===== src/rtl/pipe_elastic_stage.sv =====
// Elastic pipeline stage: control + data bundle behind a valid/ready handshake, optional 2-entry skid.
// Latency: 1 cycle from accept to out_*; full-rate streaming with no throughput loss.
// Backpressure: SKID=1 registers in_ready (drops once the skid entry fills); SKID=0 in_ready = !M | out_ready.
//
// Ports:
//   clk, rst_              clock (rising edge) and asynchronous active-low reset
//   in_valid/in_ready      upstream handshake; in_ctrl/in_data carry the word
//   flush                  synchronous kill of held and incoming words
//   out_valid/out_ready    downstream handshake; out_ctrl/out_data always sourced from main entry M
//   stall_cnt/bubble_cnt   saturating performance counters
module pipe_elastic_stage #(
    parameter int                  DATA_BITS   = 64,
    parameter int                  CTRL_BITS   = 8,
    parameter logic [CTRL_BITS-1:0] CTRL_BUBBLE = 8'h1C,
    parameter int                  SKID        = 1,
    parameter int                  CNT_BITS    = 16
) (
    input  logic                 clk,
    input  logic                 rst_,
    input  logic                 in_valid,
    output logic                 in_ready,
    input  logic [CTRL_BITS-1:0] in_ctrl,
    input  logic [DATA_BITS-1:0] in_data,
    input  logic                 flush,
    output logic                 out_valid,
    input  logic                 out_ready,
    output logic [CTRL_BITS-1:0] out_ctrl,
    output logic [DATA_BITS-1:0] out_data,
    output logic [CNT_BITS-1:0]  stall_cnt,
    output logic [CNT_BITS-1:0]  bubble_cnt
);

    localparam logic [CNT_BITS-1:0] CNT_MAX = '1;

    // Main entry M: the only source of out_*.
    logic                 r_m_vld;
    logic [CTRL_BITS-1:0] r_m_ctrl;
    logic [DATA_BITS-1:0] r_m_dat;

    // Skid entry S as seen by M's refill mux (tied off when SKID=0).
    logic                 w_s_vld;
    logic [CTRL_BITS-1:0] w_s_ctrl;
    logic [DATA_BITS-1:0] w_s_dat;

    logic w_accept;
    logic w_m_free;

    logic [CNT_BITS-1:0] r_stall_cnt;
    logic [CNT_BITS-1:0] r_bubble_cnt;

    assign w_accept = in_valid & in_ready;
    // M can take a new word when it is empty or its current word leaves this cycle.
    assign w_m_free = !r_m_vld | out_ready;

    generate
        if (SKID != 0) begin : g_skid
            logic                 r_s_vld;
            logic [CTRL_BITS-1:0] r_s_ctrl;
            logic [DATA_BITS-1:0] r_s_dat;

            // Registered ready: depends only on S occupancy, never on out_ready.
            assign in_ready = !r_s_vld;

            always_ff @(posedge clk or negedge rst_) begin
                if (!rst_) begin
                    r_s_vld  <= 1'b0;
                    r_s_ctrl <= CTRL_BUBBLE;
                    r_s_dat  <= '0;
                end else if (flush) begin
                    r_s_vld  <= 1'b0;
                end else if (w_m_free) begin
                    // S (if valid) moves into M; no accept can coincide because in_ready=!S.
                    r_s_vld  <= 1'b0;
                end else if (w_accept) begin
                    // M is stuck: park the incoming word behind it.
                    r_s_vld  <= 1'b1;
                    r_s_ctrl <= in_ctrl;
                    r_s_dat  <= in_data;
                end
            end

            assign w_s_vld  = r_s_vld;
            assign w_s_ctrl = r_s_ctrl;
            assign w_s_dat  = r_s_dat;
        end else begin : g_no_skid
            assign in_ready = !r_m_vld | out_ready;
            assign w_s_vld  = 1'b0;
            assign w_s_ctrl = CTRL_BUBBLE;
            assign w_s_dat  = '0;
        end
    endgenerate

    always_ff @(posedge clk or negedge rst_) begin
        if (!rst_) begin
            r_m_vld  <= 1'b0;
            r_m_ctrl <= CTRL_BUBBLE;
            r_m_dat  <= '0;
        end else if (flush) begin
            // Data is left in place; out_ctrl is masked by r_m_vld instead.
            r_m_vld  <= 1'b0;
        end else if (w_m_free) begin
            if (w_s_vld) begin
                // Oldest word first: S precedes anything accepted now.
                r_m_vld  <= 1'b1;
                r_m_ctrl <= w_s_ctrl;
                r_m_dat  <= w_s_dat;
            end else if (w_accept) begin
                r_m_vld  <= 1'b1;
                r_m_ctrl <= in_ctrl;
                r_m_dat  <= in_data;
            end else begin
                r_m_vld  <= 1'b0;
            end
        end
    end

    // Saturating counters; flush leaves them alone, only reset clears them.
    always_ff @(posedge clk or negedge rst_) begin
        if (!rst_) begin
            r_stall_cnt  <= '0;
            r_bubble_cnt <= '0;
        end else begin
            if (r_m_vld && !out_ready && (r_stall_cnt != CNT_MAX)) begin
                r_stall_cnt <= r_stall_cnt + 1'b1;
            end
            if (!r_m_vld && out_ready && (r_bubble_cnt != CNT_MAX)) begin
                r_bubble_cnt <= r_bubble_cnt + 1'b1;
            end
        end
    end

    assign out_valid  = r_m_vld;
    // ctrl is only ever loaded from accepted words, so the mask keeps it defined.
    assign out_ctrl   = r_m_vld ? r_m_ctrl : CTRL_BUBBLE;
    assign out_data   = r_m_dat;
    assign stall_cnt  = r_stall_cnt;
    assign bubble_cnt = r_bubble_cnt;

endmodule


===== config.mk =====
export PLATFORM = sky130hd
export DESIGN_NAME = pipe_elastic_stage
export DESIGN_NICKNAME = d
export VERILOG_FILES = /design/src/rtl/pipe_elastic_stage.sv
export SDC_FILE = /design/constraint.sdc
export NUM_CORES = 1
export LEC_CHECK = 0
export BUFFER_PORTS_ARGS = -buffer_cell sky130_fd_sc_hd__buf_4
export CELL_PAD_IN_SITES_DETAIL_PLACEMENT = 1
export CELL_PAD_IN_SITES_GLOBAL_PLACEMENT = 2
export CORE_UTILIZATION = 35
export CTS_CLUSTER_DIAMETER = 100
export DETAILED_ROUTE_END_ITERATION = 10
export PLACE_DENSITY = 0.79
export SLEW_MARGIN = 10
export SYNTH_ARGS = -nofsm -noshare
export SYNTH_HDL_FRONTEND = slang
export SYNTH_SLANG_ARGS = --single-unit
export TNS_END_PERCENT = 100

===== constraint.sdc =====
create_clock -name clk -period 3.8 [get_ports clk]
set_clock_uncertainty 0.15 [all_clocks]
set_input_delay 0.57 -clock clk [delete_from_list [all_inputs] [get_ports clk]]
set_output_delay 0.57 -clock clk [all_outputs]
set_load 0.02 [all_outputs]

==> flow_metrics.env <==
export IMPL_dr_first_iter_drc_count=146
export IMPL_cts_repair_resize_count=0
export IMPL_timing_setup_tns_ns=0
export IMPL_cap_viol_max_count=0
export IMPL_final_net_count=876
export IMPL_die_h_um=150
export IMPL_worst_slew_pin_transition_ns=0.977
export IMPL_clock_fmax_mhz=372
export IMPL_report_final_setup_viol=0
export IMPL_outcome="complete, no violations"
export IMPL_hold_path_class="input pin to async pin"
export IMPL_maxUsedRoutingLayer="met4"
export IMPL_peak_per_stage_delay_on_the_critical_path_ns=0.64
export IMPL_route_detailed_wl_per_inst_um=17.2
export IMPL_fp_dieW_um=150
export IMPL_routed_wl_met3_um=843
export IMPL_clk_path_buf_depth=2
export IMPL_core_area_um2=21200
export IMPL_row_count=53
export IMPL_final_hold_violation_count=0
export IMPL_place_worst_setup_slack_ns=0.979
export IMPL_avgSynthCellArea_um2=12.3
export IMPL_setup_slack_ns=1.11
export IMPL_cts_inserted_buffers=17
export IMPL_grt_util_all_layers=0.174
export IMPL_yosys_cell_types_count=39
export IMPL_worst_path_max_delay_cell="sky130_fd_sc_hd__buf_4"
export IMPL_route_vias_total=5257
export IMPL_post_route_period_util=0.708
export IMPL_pwr_share_comb=0.212
export IMPL_cts_setup_buffers=0
export IMPL_place_gp_congestion=0.806
export IMPL_routed_wirelength_um=18600
export IMPL_synth_enable_flop_cells=0
export IMPL_leakagePower_nw=4.31
export IMPL_worstSetupStartpointType="flip-flop"
export IMPL_seq_cells_post_synth=178
export IMPL_maximum_number_of_pins_on_one_net_before_global_route_repair=109
export IMPL_syn_num_nets=701
export IMPL_timing_critical_path_to_type="flip-flop"
export IMPL_antenna_viol_nets_final=0
export IMPL_antenna_found_initial=0
export IMPL_rsz0062_at_grt="no"
export IMPL_timing_critical_path_required_ns=3.95
export IMPL_internal_power_mw=3.85
export IMPL_synthArstFlopShare=1.00
export IMPL_holdBufCountCts=0
export IMPL_cts_tree="done"
export IMPL_antenna_cells_inserted=0
export IMPL_tritoncts_num_sinks=178
export IMPL_die_outline_area_um2=22500
export IMPL_ctsRootBufferMaster="sky130_fd_sc_hd__clkbuf_16"
export IMPL_worstPathArrival_ns=2.84
export IMPL_via_density_per_instance=4.85
export IMPL_share_of_synthesized_area_occupied_by_flip_flops_and_latches=0.583
export IMPL_vdd_ir_drop_max_v=0.000298
export IMPL_critical_path_peak_fanout=49
export IMPL_clk_insertion_delay_late_ns=0.42
export IMPL_crit_path_cell_trace="nand2b_1 > nor2_2 > nand3_4 > buf_4 > mux2_2"
export IMPL_final_max_slew_violation_count=0
export IMPL_place_port_buffers=182
export IMPL_layout_min_cycle_time_ns=2.69
export IMPL_via_count_of_the_first_global_routing_pass=5797
export IMPL_p_sw_mw=1.62
export IMPL_setup_worst_path_class="flip-flop to flip-flop"
export IMPL_drtPass1Iterations=4
export IMPL_sequentialPowerShare=0.470
export IMPL_power_density_nw_per_um2=556
export IMPL_grt_pass1_wl_um=30300
export IMPL_post_synth_instance_area_um2=7650
export IMPL_netSwitchingFraction=0.297
export IMPL_total_congestion_overflow=0
export IMPL_yosys_warnings=0
export IMPL_pwr_share_clk=0.319
export IMPL_met2RoutedLength_um=9340
export IMPL_start_util=0.361
export IMPL_timing_slew_headroom=0.348
export IMPL_final_hpwl_dp_um=12900
export IMPL_clkTransAtPathRegs_ns=0.07
export IMPL_post_synth_inst_count=622
export IMPL_cts_max_level=4
export IMPL_m1WireLength_um=8200
export IMPL_layout_cells_sized_above_1=0.368
export IMPL_drc=0
export IMPL_areaGrowthSynthToFinish_pct=28.4
export IMPL_synth_flop_type="sky130_fd_sc_hd__dfrtp_1"
export IMPL_num_io_pins=183
-- placed cells by master, fill, tap and decap left out, types with 4 or more instances in the layout --
cell / instances
sky130_fd_sc_hd__buf_4: 185
sky130_fd_sc_hd__nor3_1: 9
sky130_fd_sc_hd__mux2_1: 12
sky130_fd_sc_hd__dfstp_2: 6
sky130_fd_sc_hd__inv_1: 7
sky130_fd_sc_hd__clkbuf_16: 17
sky130_fd_sc_hd__xor2_1: 11
sky130_fd_sc_hd__and2_1: 5
sky130_fd_sc_hd__nand4_1: 9
sky130_fd_sc_hd__nand2_1: 9
sky130_fd_sc_hd__a21oi_1: 74
sky130_fd_sc_hd__nand2b_1: 4
sky130_fd_sc_hd__nand3_1: 13
sky130_fd_sc_hd__nor2_1: 84
sky130_fd_sc_hd__xnor2_1: 16
sky130_fd_sc_hd__mux2_2: 62
sky130_fd_sc_hd__dfrtp_1: 171
sky130_fd_sc_hd__mux2i_1: 72
-- layout make-up --
type,instances,area [um2]
inverter,7,26.3
tap,275,344
fill,2290,11400
timing repair buffer,188,1440
multi-input combinational,405,2980
sequential,178,4470
clock inverter,11,129
clock buffer,21,450
-- critical path: cells and delay by family, from the launching register on --
| kind | cells | cell delay [ns] |
|---|---|---|
| simple gates | 3 | 0.79 |
| mux | 1 | 0.41 |
| buf+inv | 1 | 0.64 |
| flops | 1 | 0.54 |
-- per-layer routing --
layer	track usage	vias up
li1	-	2518
met1	0.221	2609
met2	0.295	111
met3	0.0390	19
met4	0.0515	0
met5	0	-
-- power groups by stage --
stage / clock (mW) / combinational, mW / sequential [mW]
final: 1.74 / 1.16 / 2.57
after global routing: 1.87 / 1.26 / 2.63
after CTS: 1.80 / 1.18 / 2.58
after detailed placement: 0 / 1.18 / 2.61
after global placement: 0 / 1.13 / 2.58
after floorplan: 0 / 0.462 / 2.73
-- cells by family after synthesis --
family                   after synthesis  share of synthesized area
multiplexers                         146                      0.203
AND/OR/NAND/NOR                      151                     0.0973
XOR/XNOR                              27                     0.0309
buffers and inverters                 39                     0.0291
flip-flops                           178                      0.583
adder cells (fa/ha/maj)                2                    0.00327
AO/OA/AOI/OAI                         79                     0.0536
-- synth_stat cells, types with 2 or more instances --
master | number | area, um2
sky130_fd_sc_hd__clkbuf_1 | 2 | 7.51
sky130_fd_sc_hd__nand2_1 | 9 | 33.8
sky130_fd_sc_hd__buf_1 | 6 | 22.5
sky130_fd_sc_hd__nor4_2 | 3 | 37.5
sky130_fd_sc_hd__buf_2 | 16 | 80.1
sky130_fd_sc_hd__dfrtp_1 | 172 | 4300
sky130_fd_sc_hd__nor3_1 | 9 | 45.0
sky130_fd_sc_hd__mux2i_1 | 72 | 721
sky130_fd_sc_hd__nand2b_1 | 4 | 25.0
sky130_fd_sc_hd__nand4_1 | 9 | 56.3
sky130_fd_sc_hd__dfstp_2 | 6 | 158
sky130_fd_sc_hd__mux2_1 | 12 | 135
sky130_fd_sc_hd__nor3_2 | 2 | 20.0
sky130_fd_sc_hd__nand4_2 | 2 | 25.0
sky130_fd_sc_hd__xor2_1 | 11 | 96.3
sky130_fd_sc_hd__ha_1 | 2 | 25.0
sky130_fd_sc_hd__buf_6 | 7 | 78.8
sky130_fd_sc_hd__o21a_1 | 2 | 15.0
sky130_fd_sc_hd__nand3_1 | 13 | 65.1
sky130_fd_sc_hd__a21oi_1 | 74 | 370
sky130_fd_sc_hd__mux2_2 | 62 | 698
sky130_fd_sc_hd__or3_1 | 2 | 12.5
sky130_fd_sc_hd__and2_1 | 5 | 31.3
sky130_fd_sc_hd__inv_1 | 7 | 26.3
sky130_fd_sc_hd__xnor2_1 | 16 | 140
sky130_fd_sc_hd__nor2_1 | 84 | 315
-- registers in the layout, summed over array words and instances, names as in the netlist --
register	cells
r_m_ctrl	8
out_valid	1
out_data	64
g_skid.r_s_ctrl	8
bubble_cnt	16
g_skid.r_s_dat	64
g_skid.r_s_vld	1
stall_cnt	16
-- path summary, 6_finish.rpt --
kind	from	endpoint	slack (ns)	cells after the start
setup reg to reg	out_valid	g_skid.r_s_dat[58]	1.11	5
hold reg to reg	g_skid.r_s_dat[42]	g_skid.r_s_dat[42]	0.35	1
max in group asynchronous	rst_	g_skid.r_s_ctrl[3]	2.54	2
setup / recovery	out_valid	g_skid.r_s_dat[58]	1.11	5
hold / removal	rst_	stall_cnt[14]	0.04	1
min in group clk	flush	out_valid	0.19	2
-- stage by stage --
step | instance area (um2) | hold slack [ns] | std cells | power (mW) | util
after global routing | 9830 | 0.0983 | 1085 | 5.76 | 0.463
after global placement | 9250 | 0.323 | 1053 | 3.71 | 0.436
final | 9830 | 0.0391 | 1085 | 5.47 | 0.463
after floorplan | 7650 | 0.124 | 622 | 3.19 | -
after CTS | 9830 | 0.0710 | 1085 | 5.56 | 0.463
after detailed placement | 9250 | 0.335 | 1053 | 3.78 | 0.436
No activity file was read; power rests on OpenSTA's default activity.
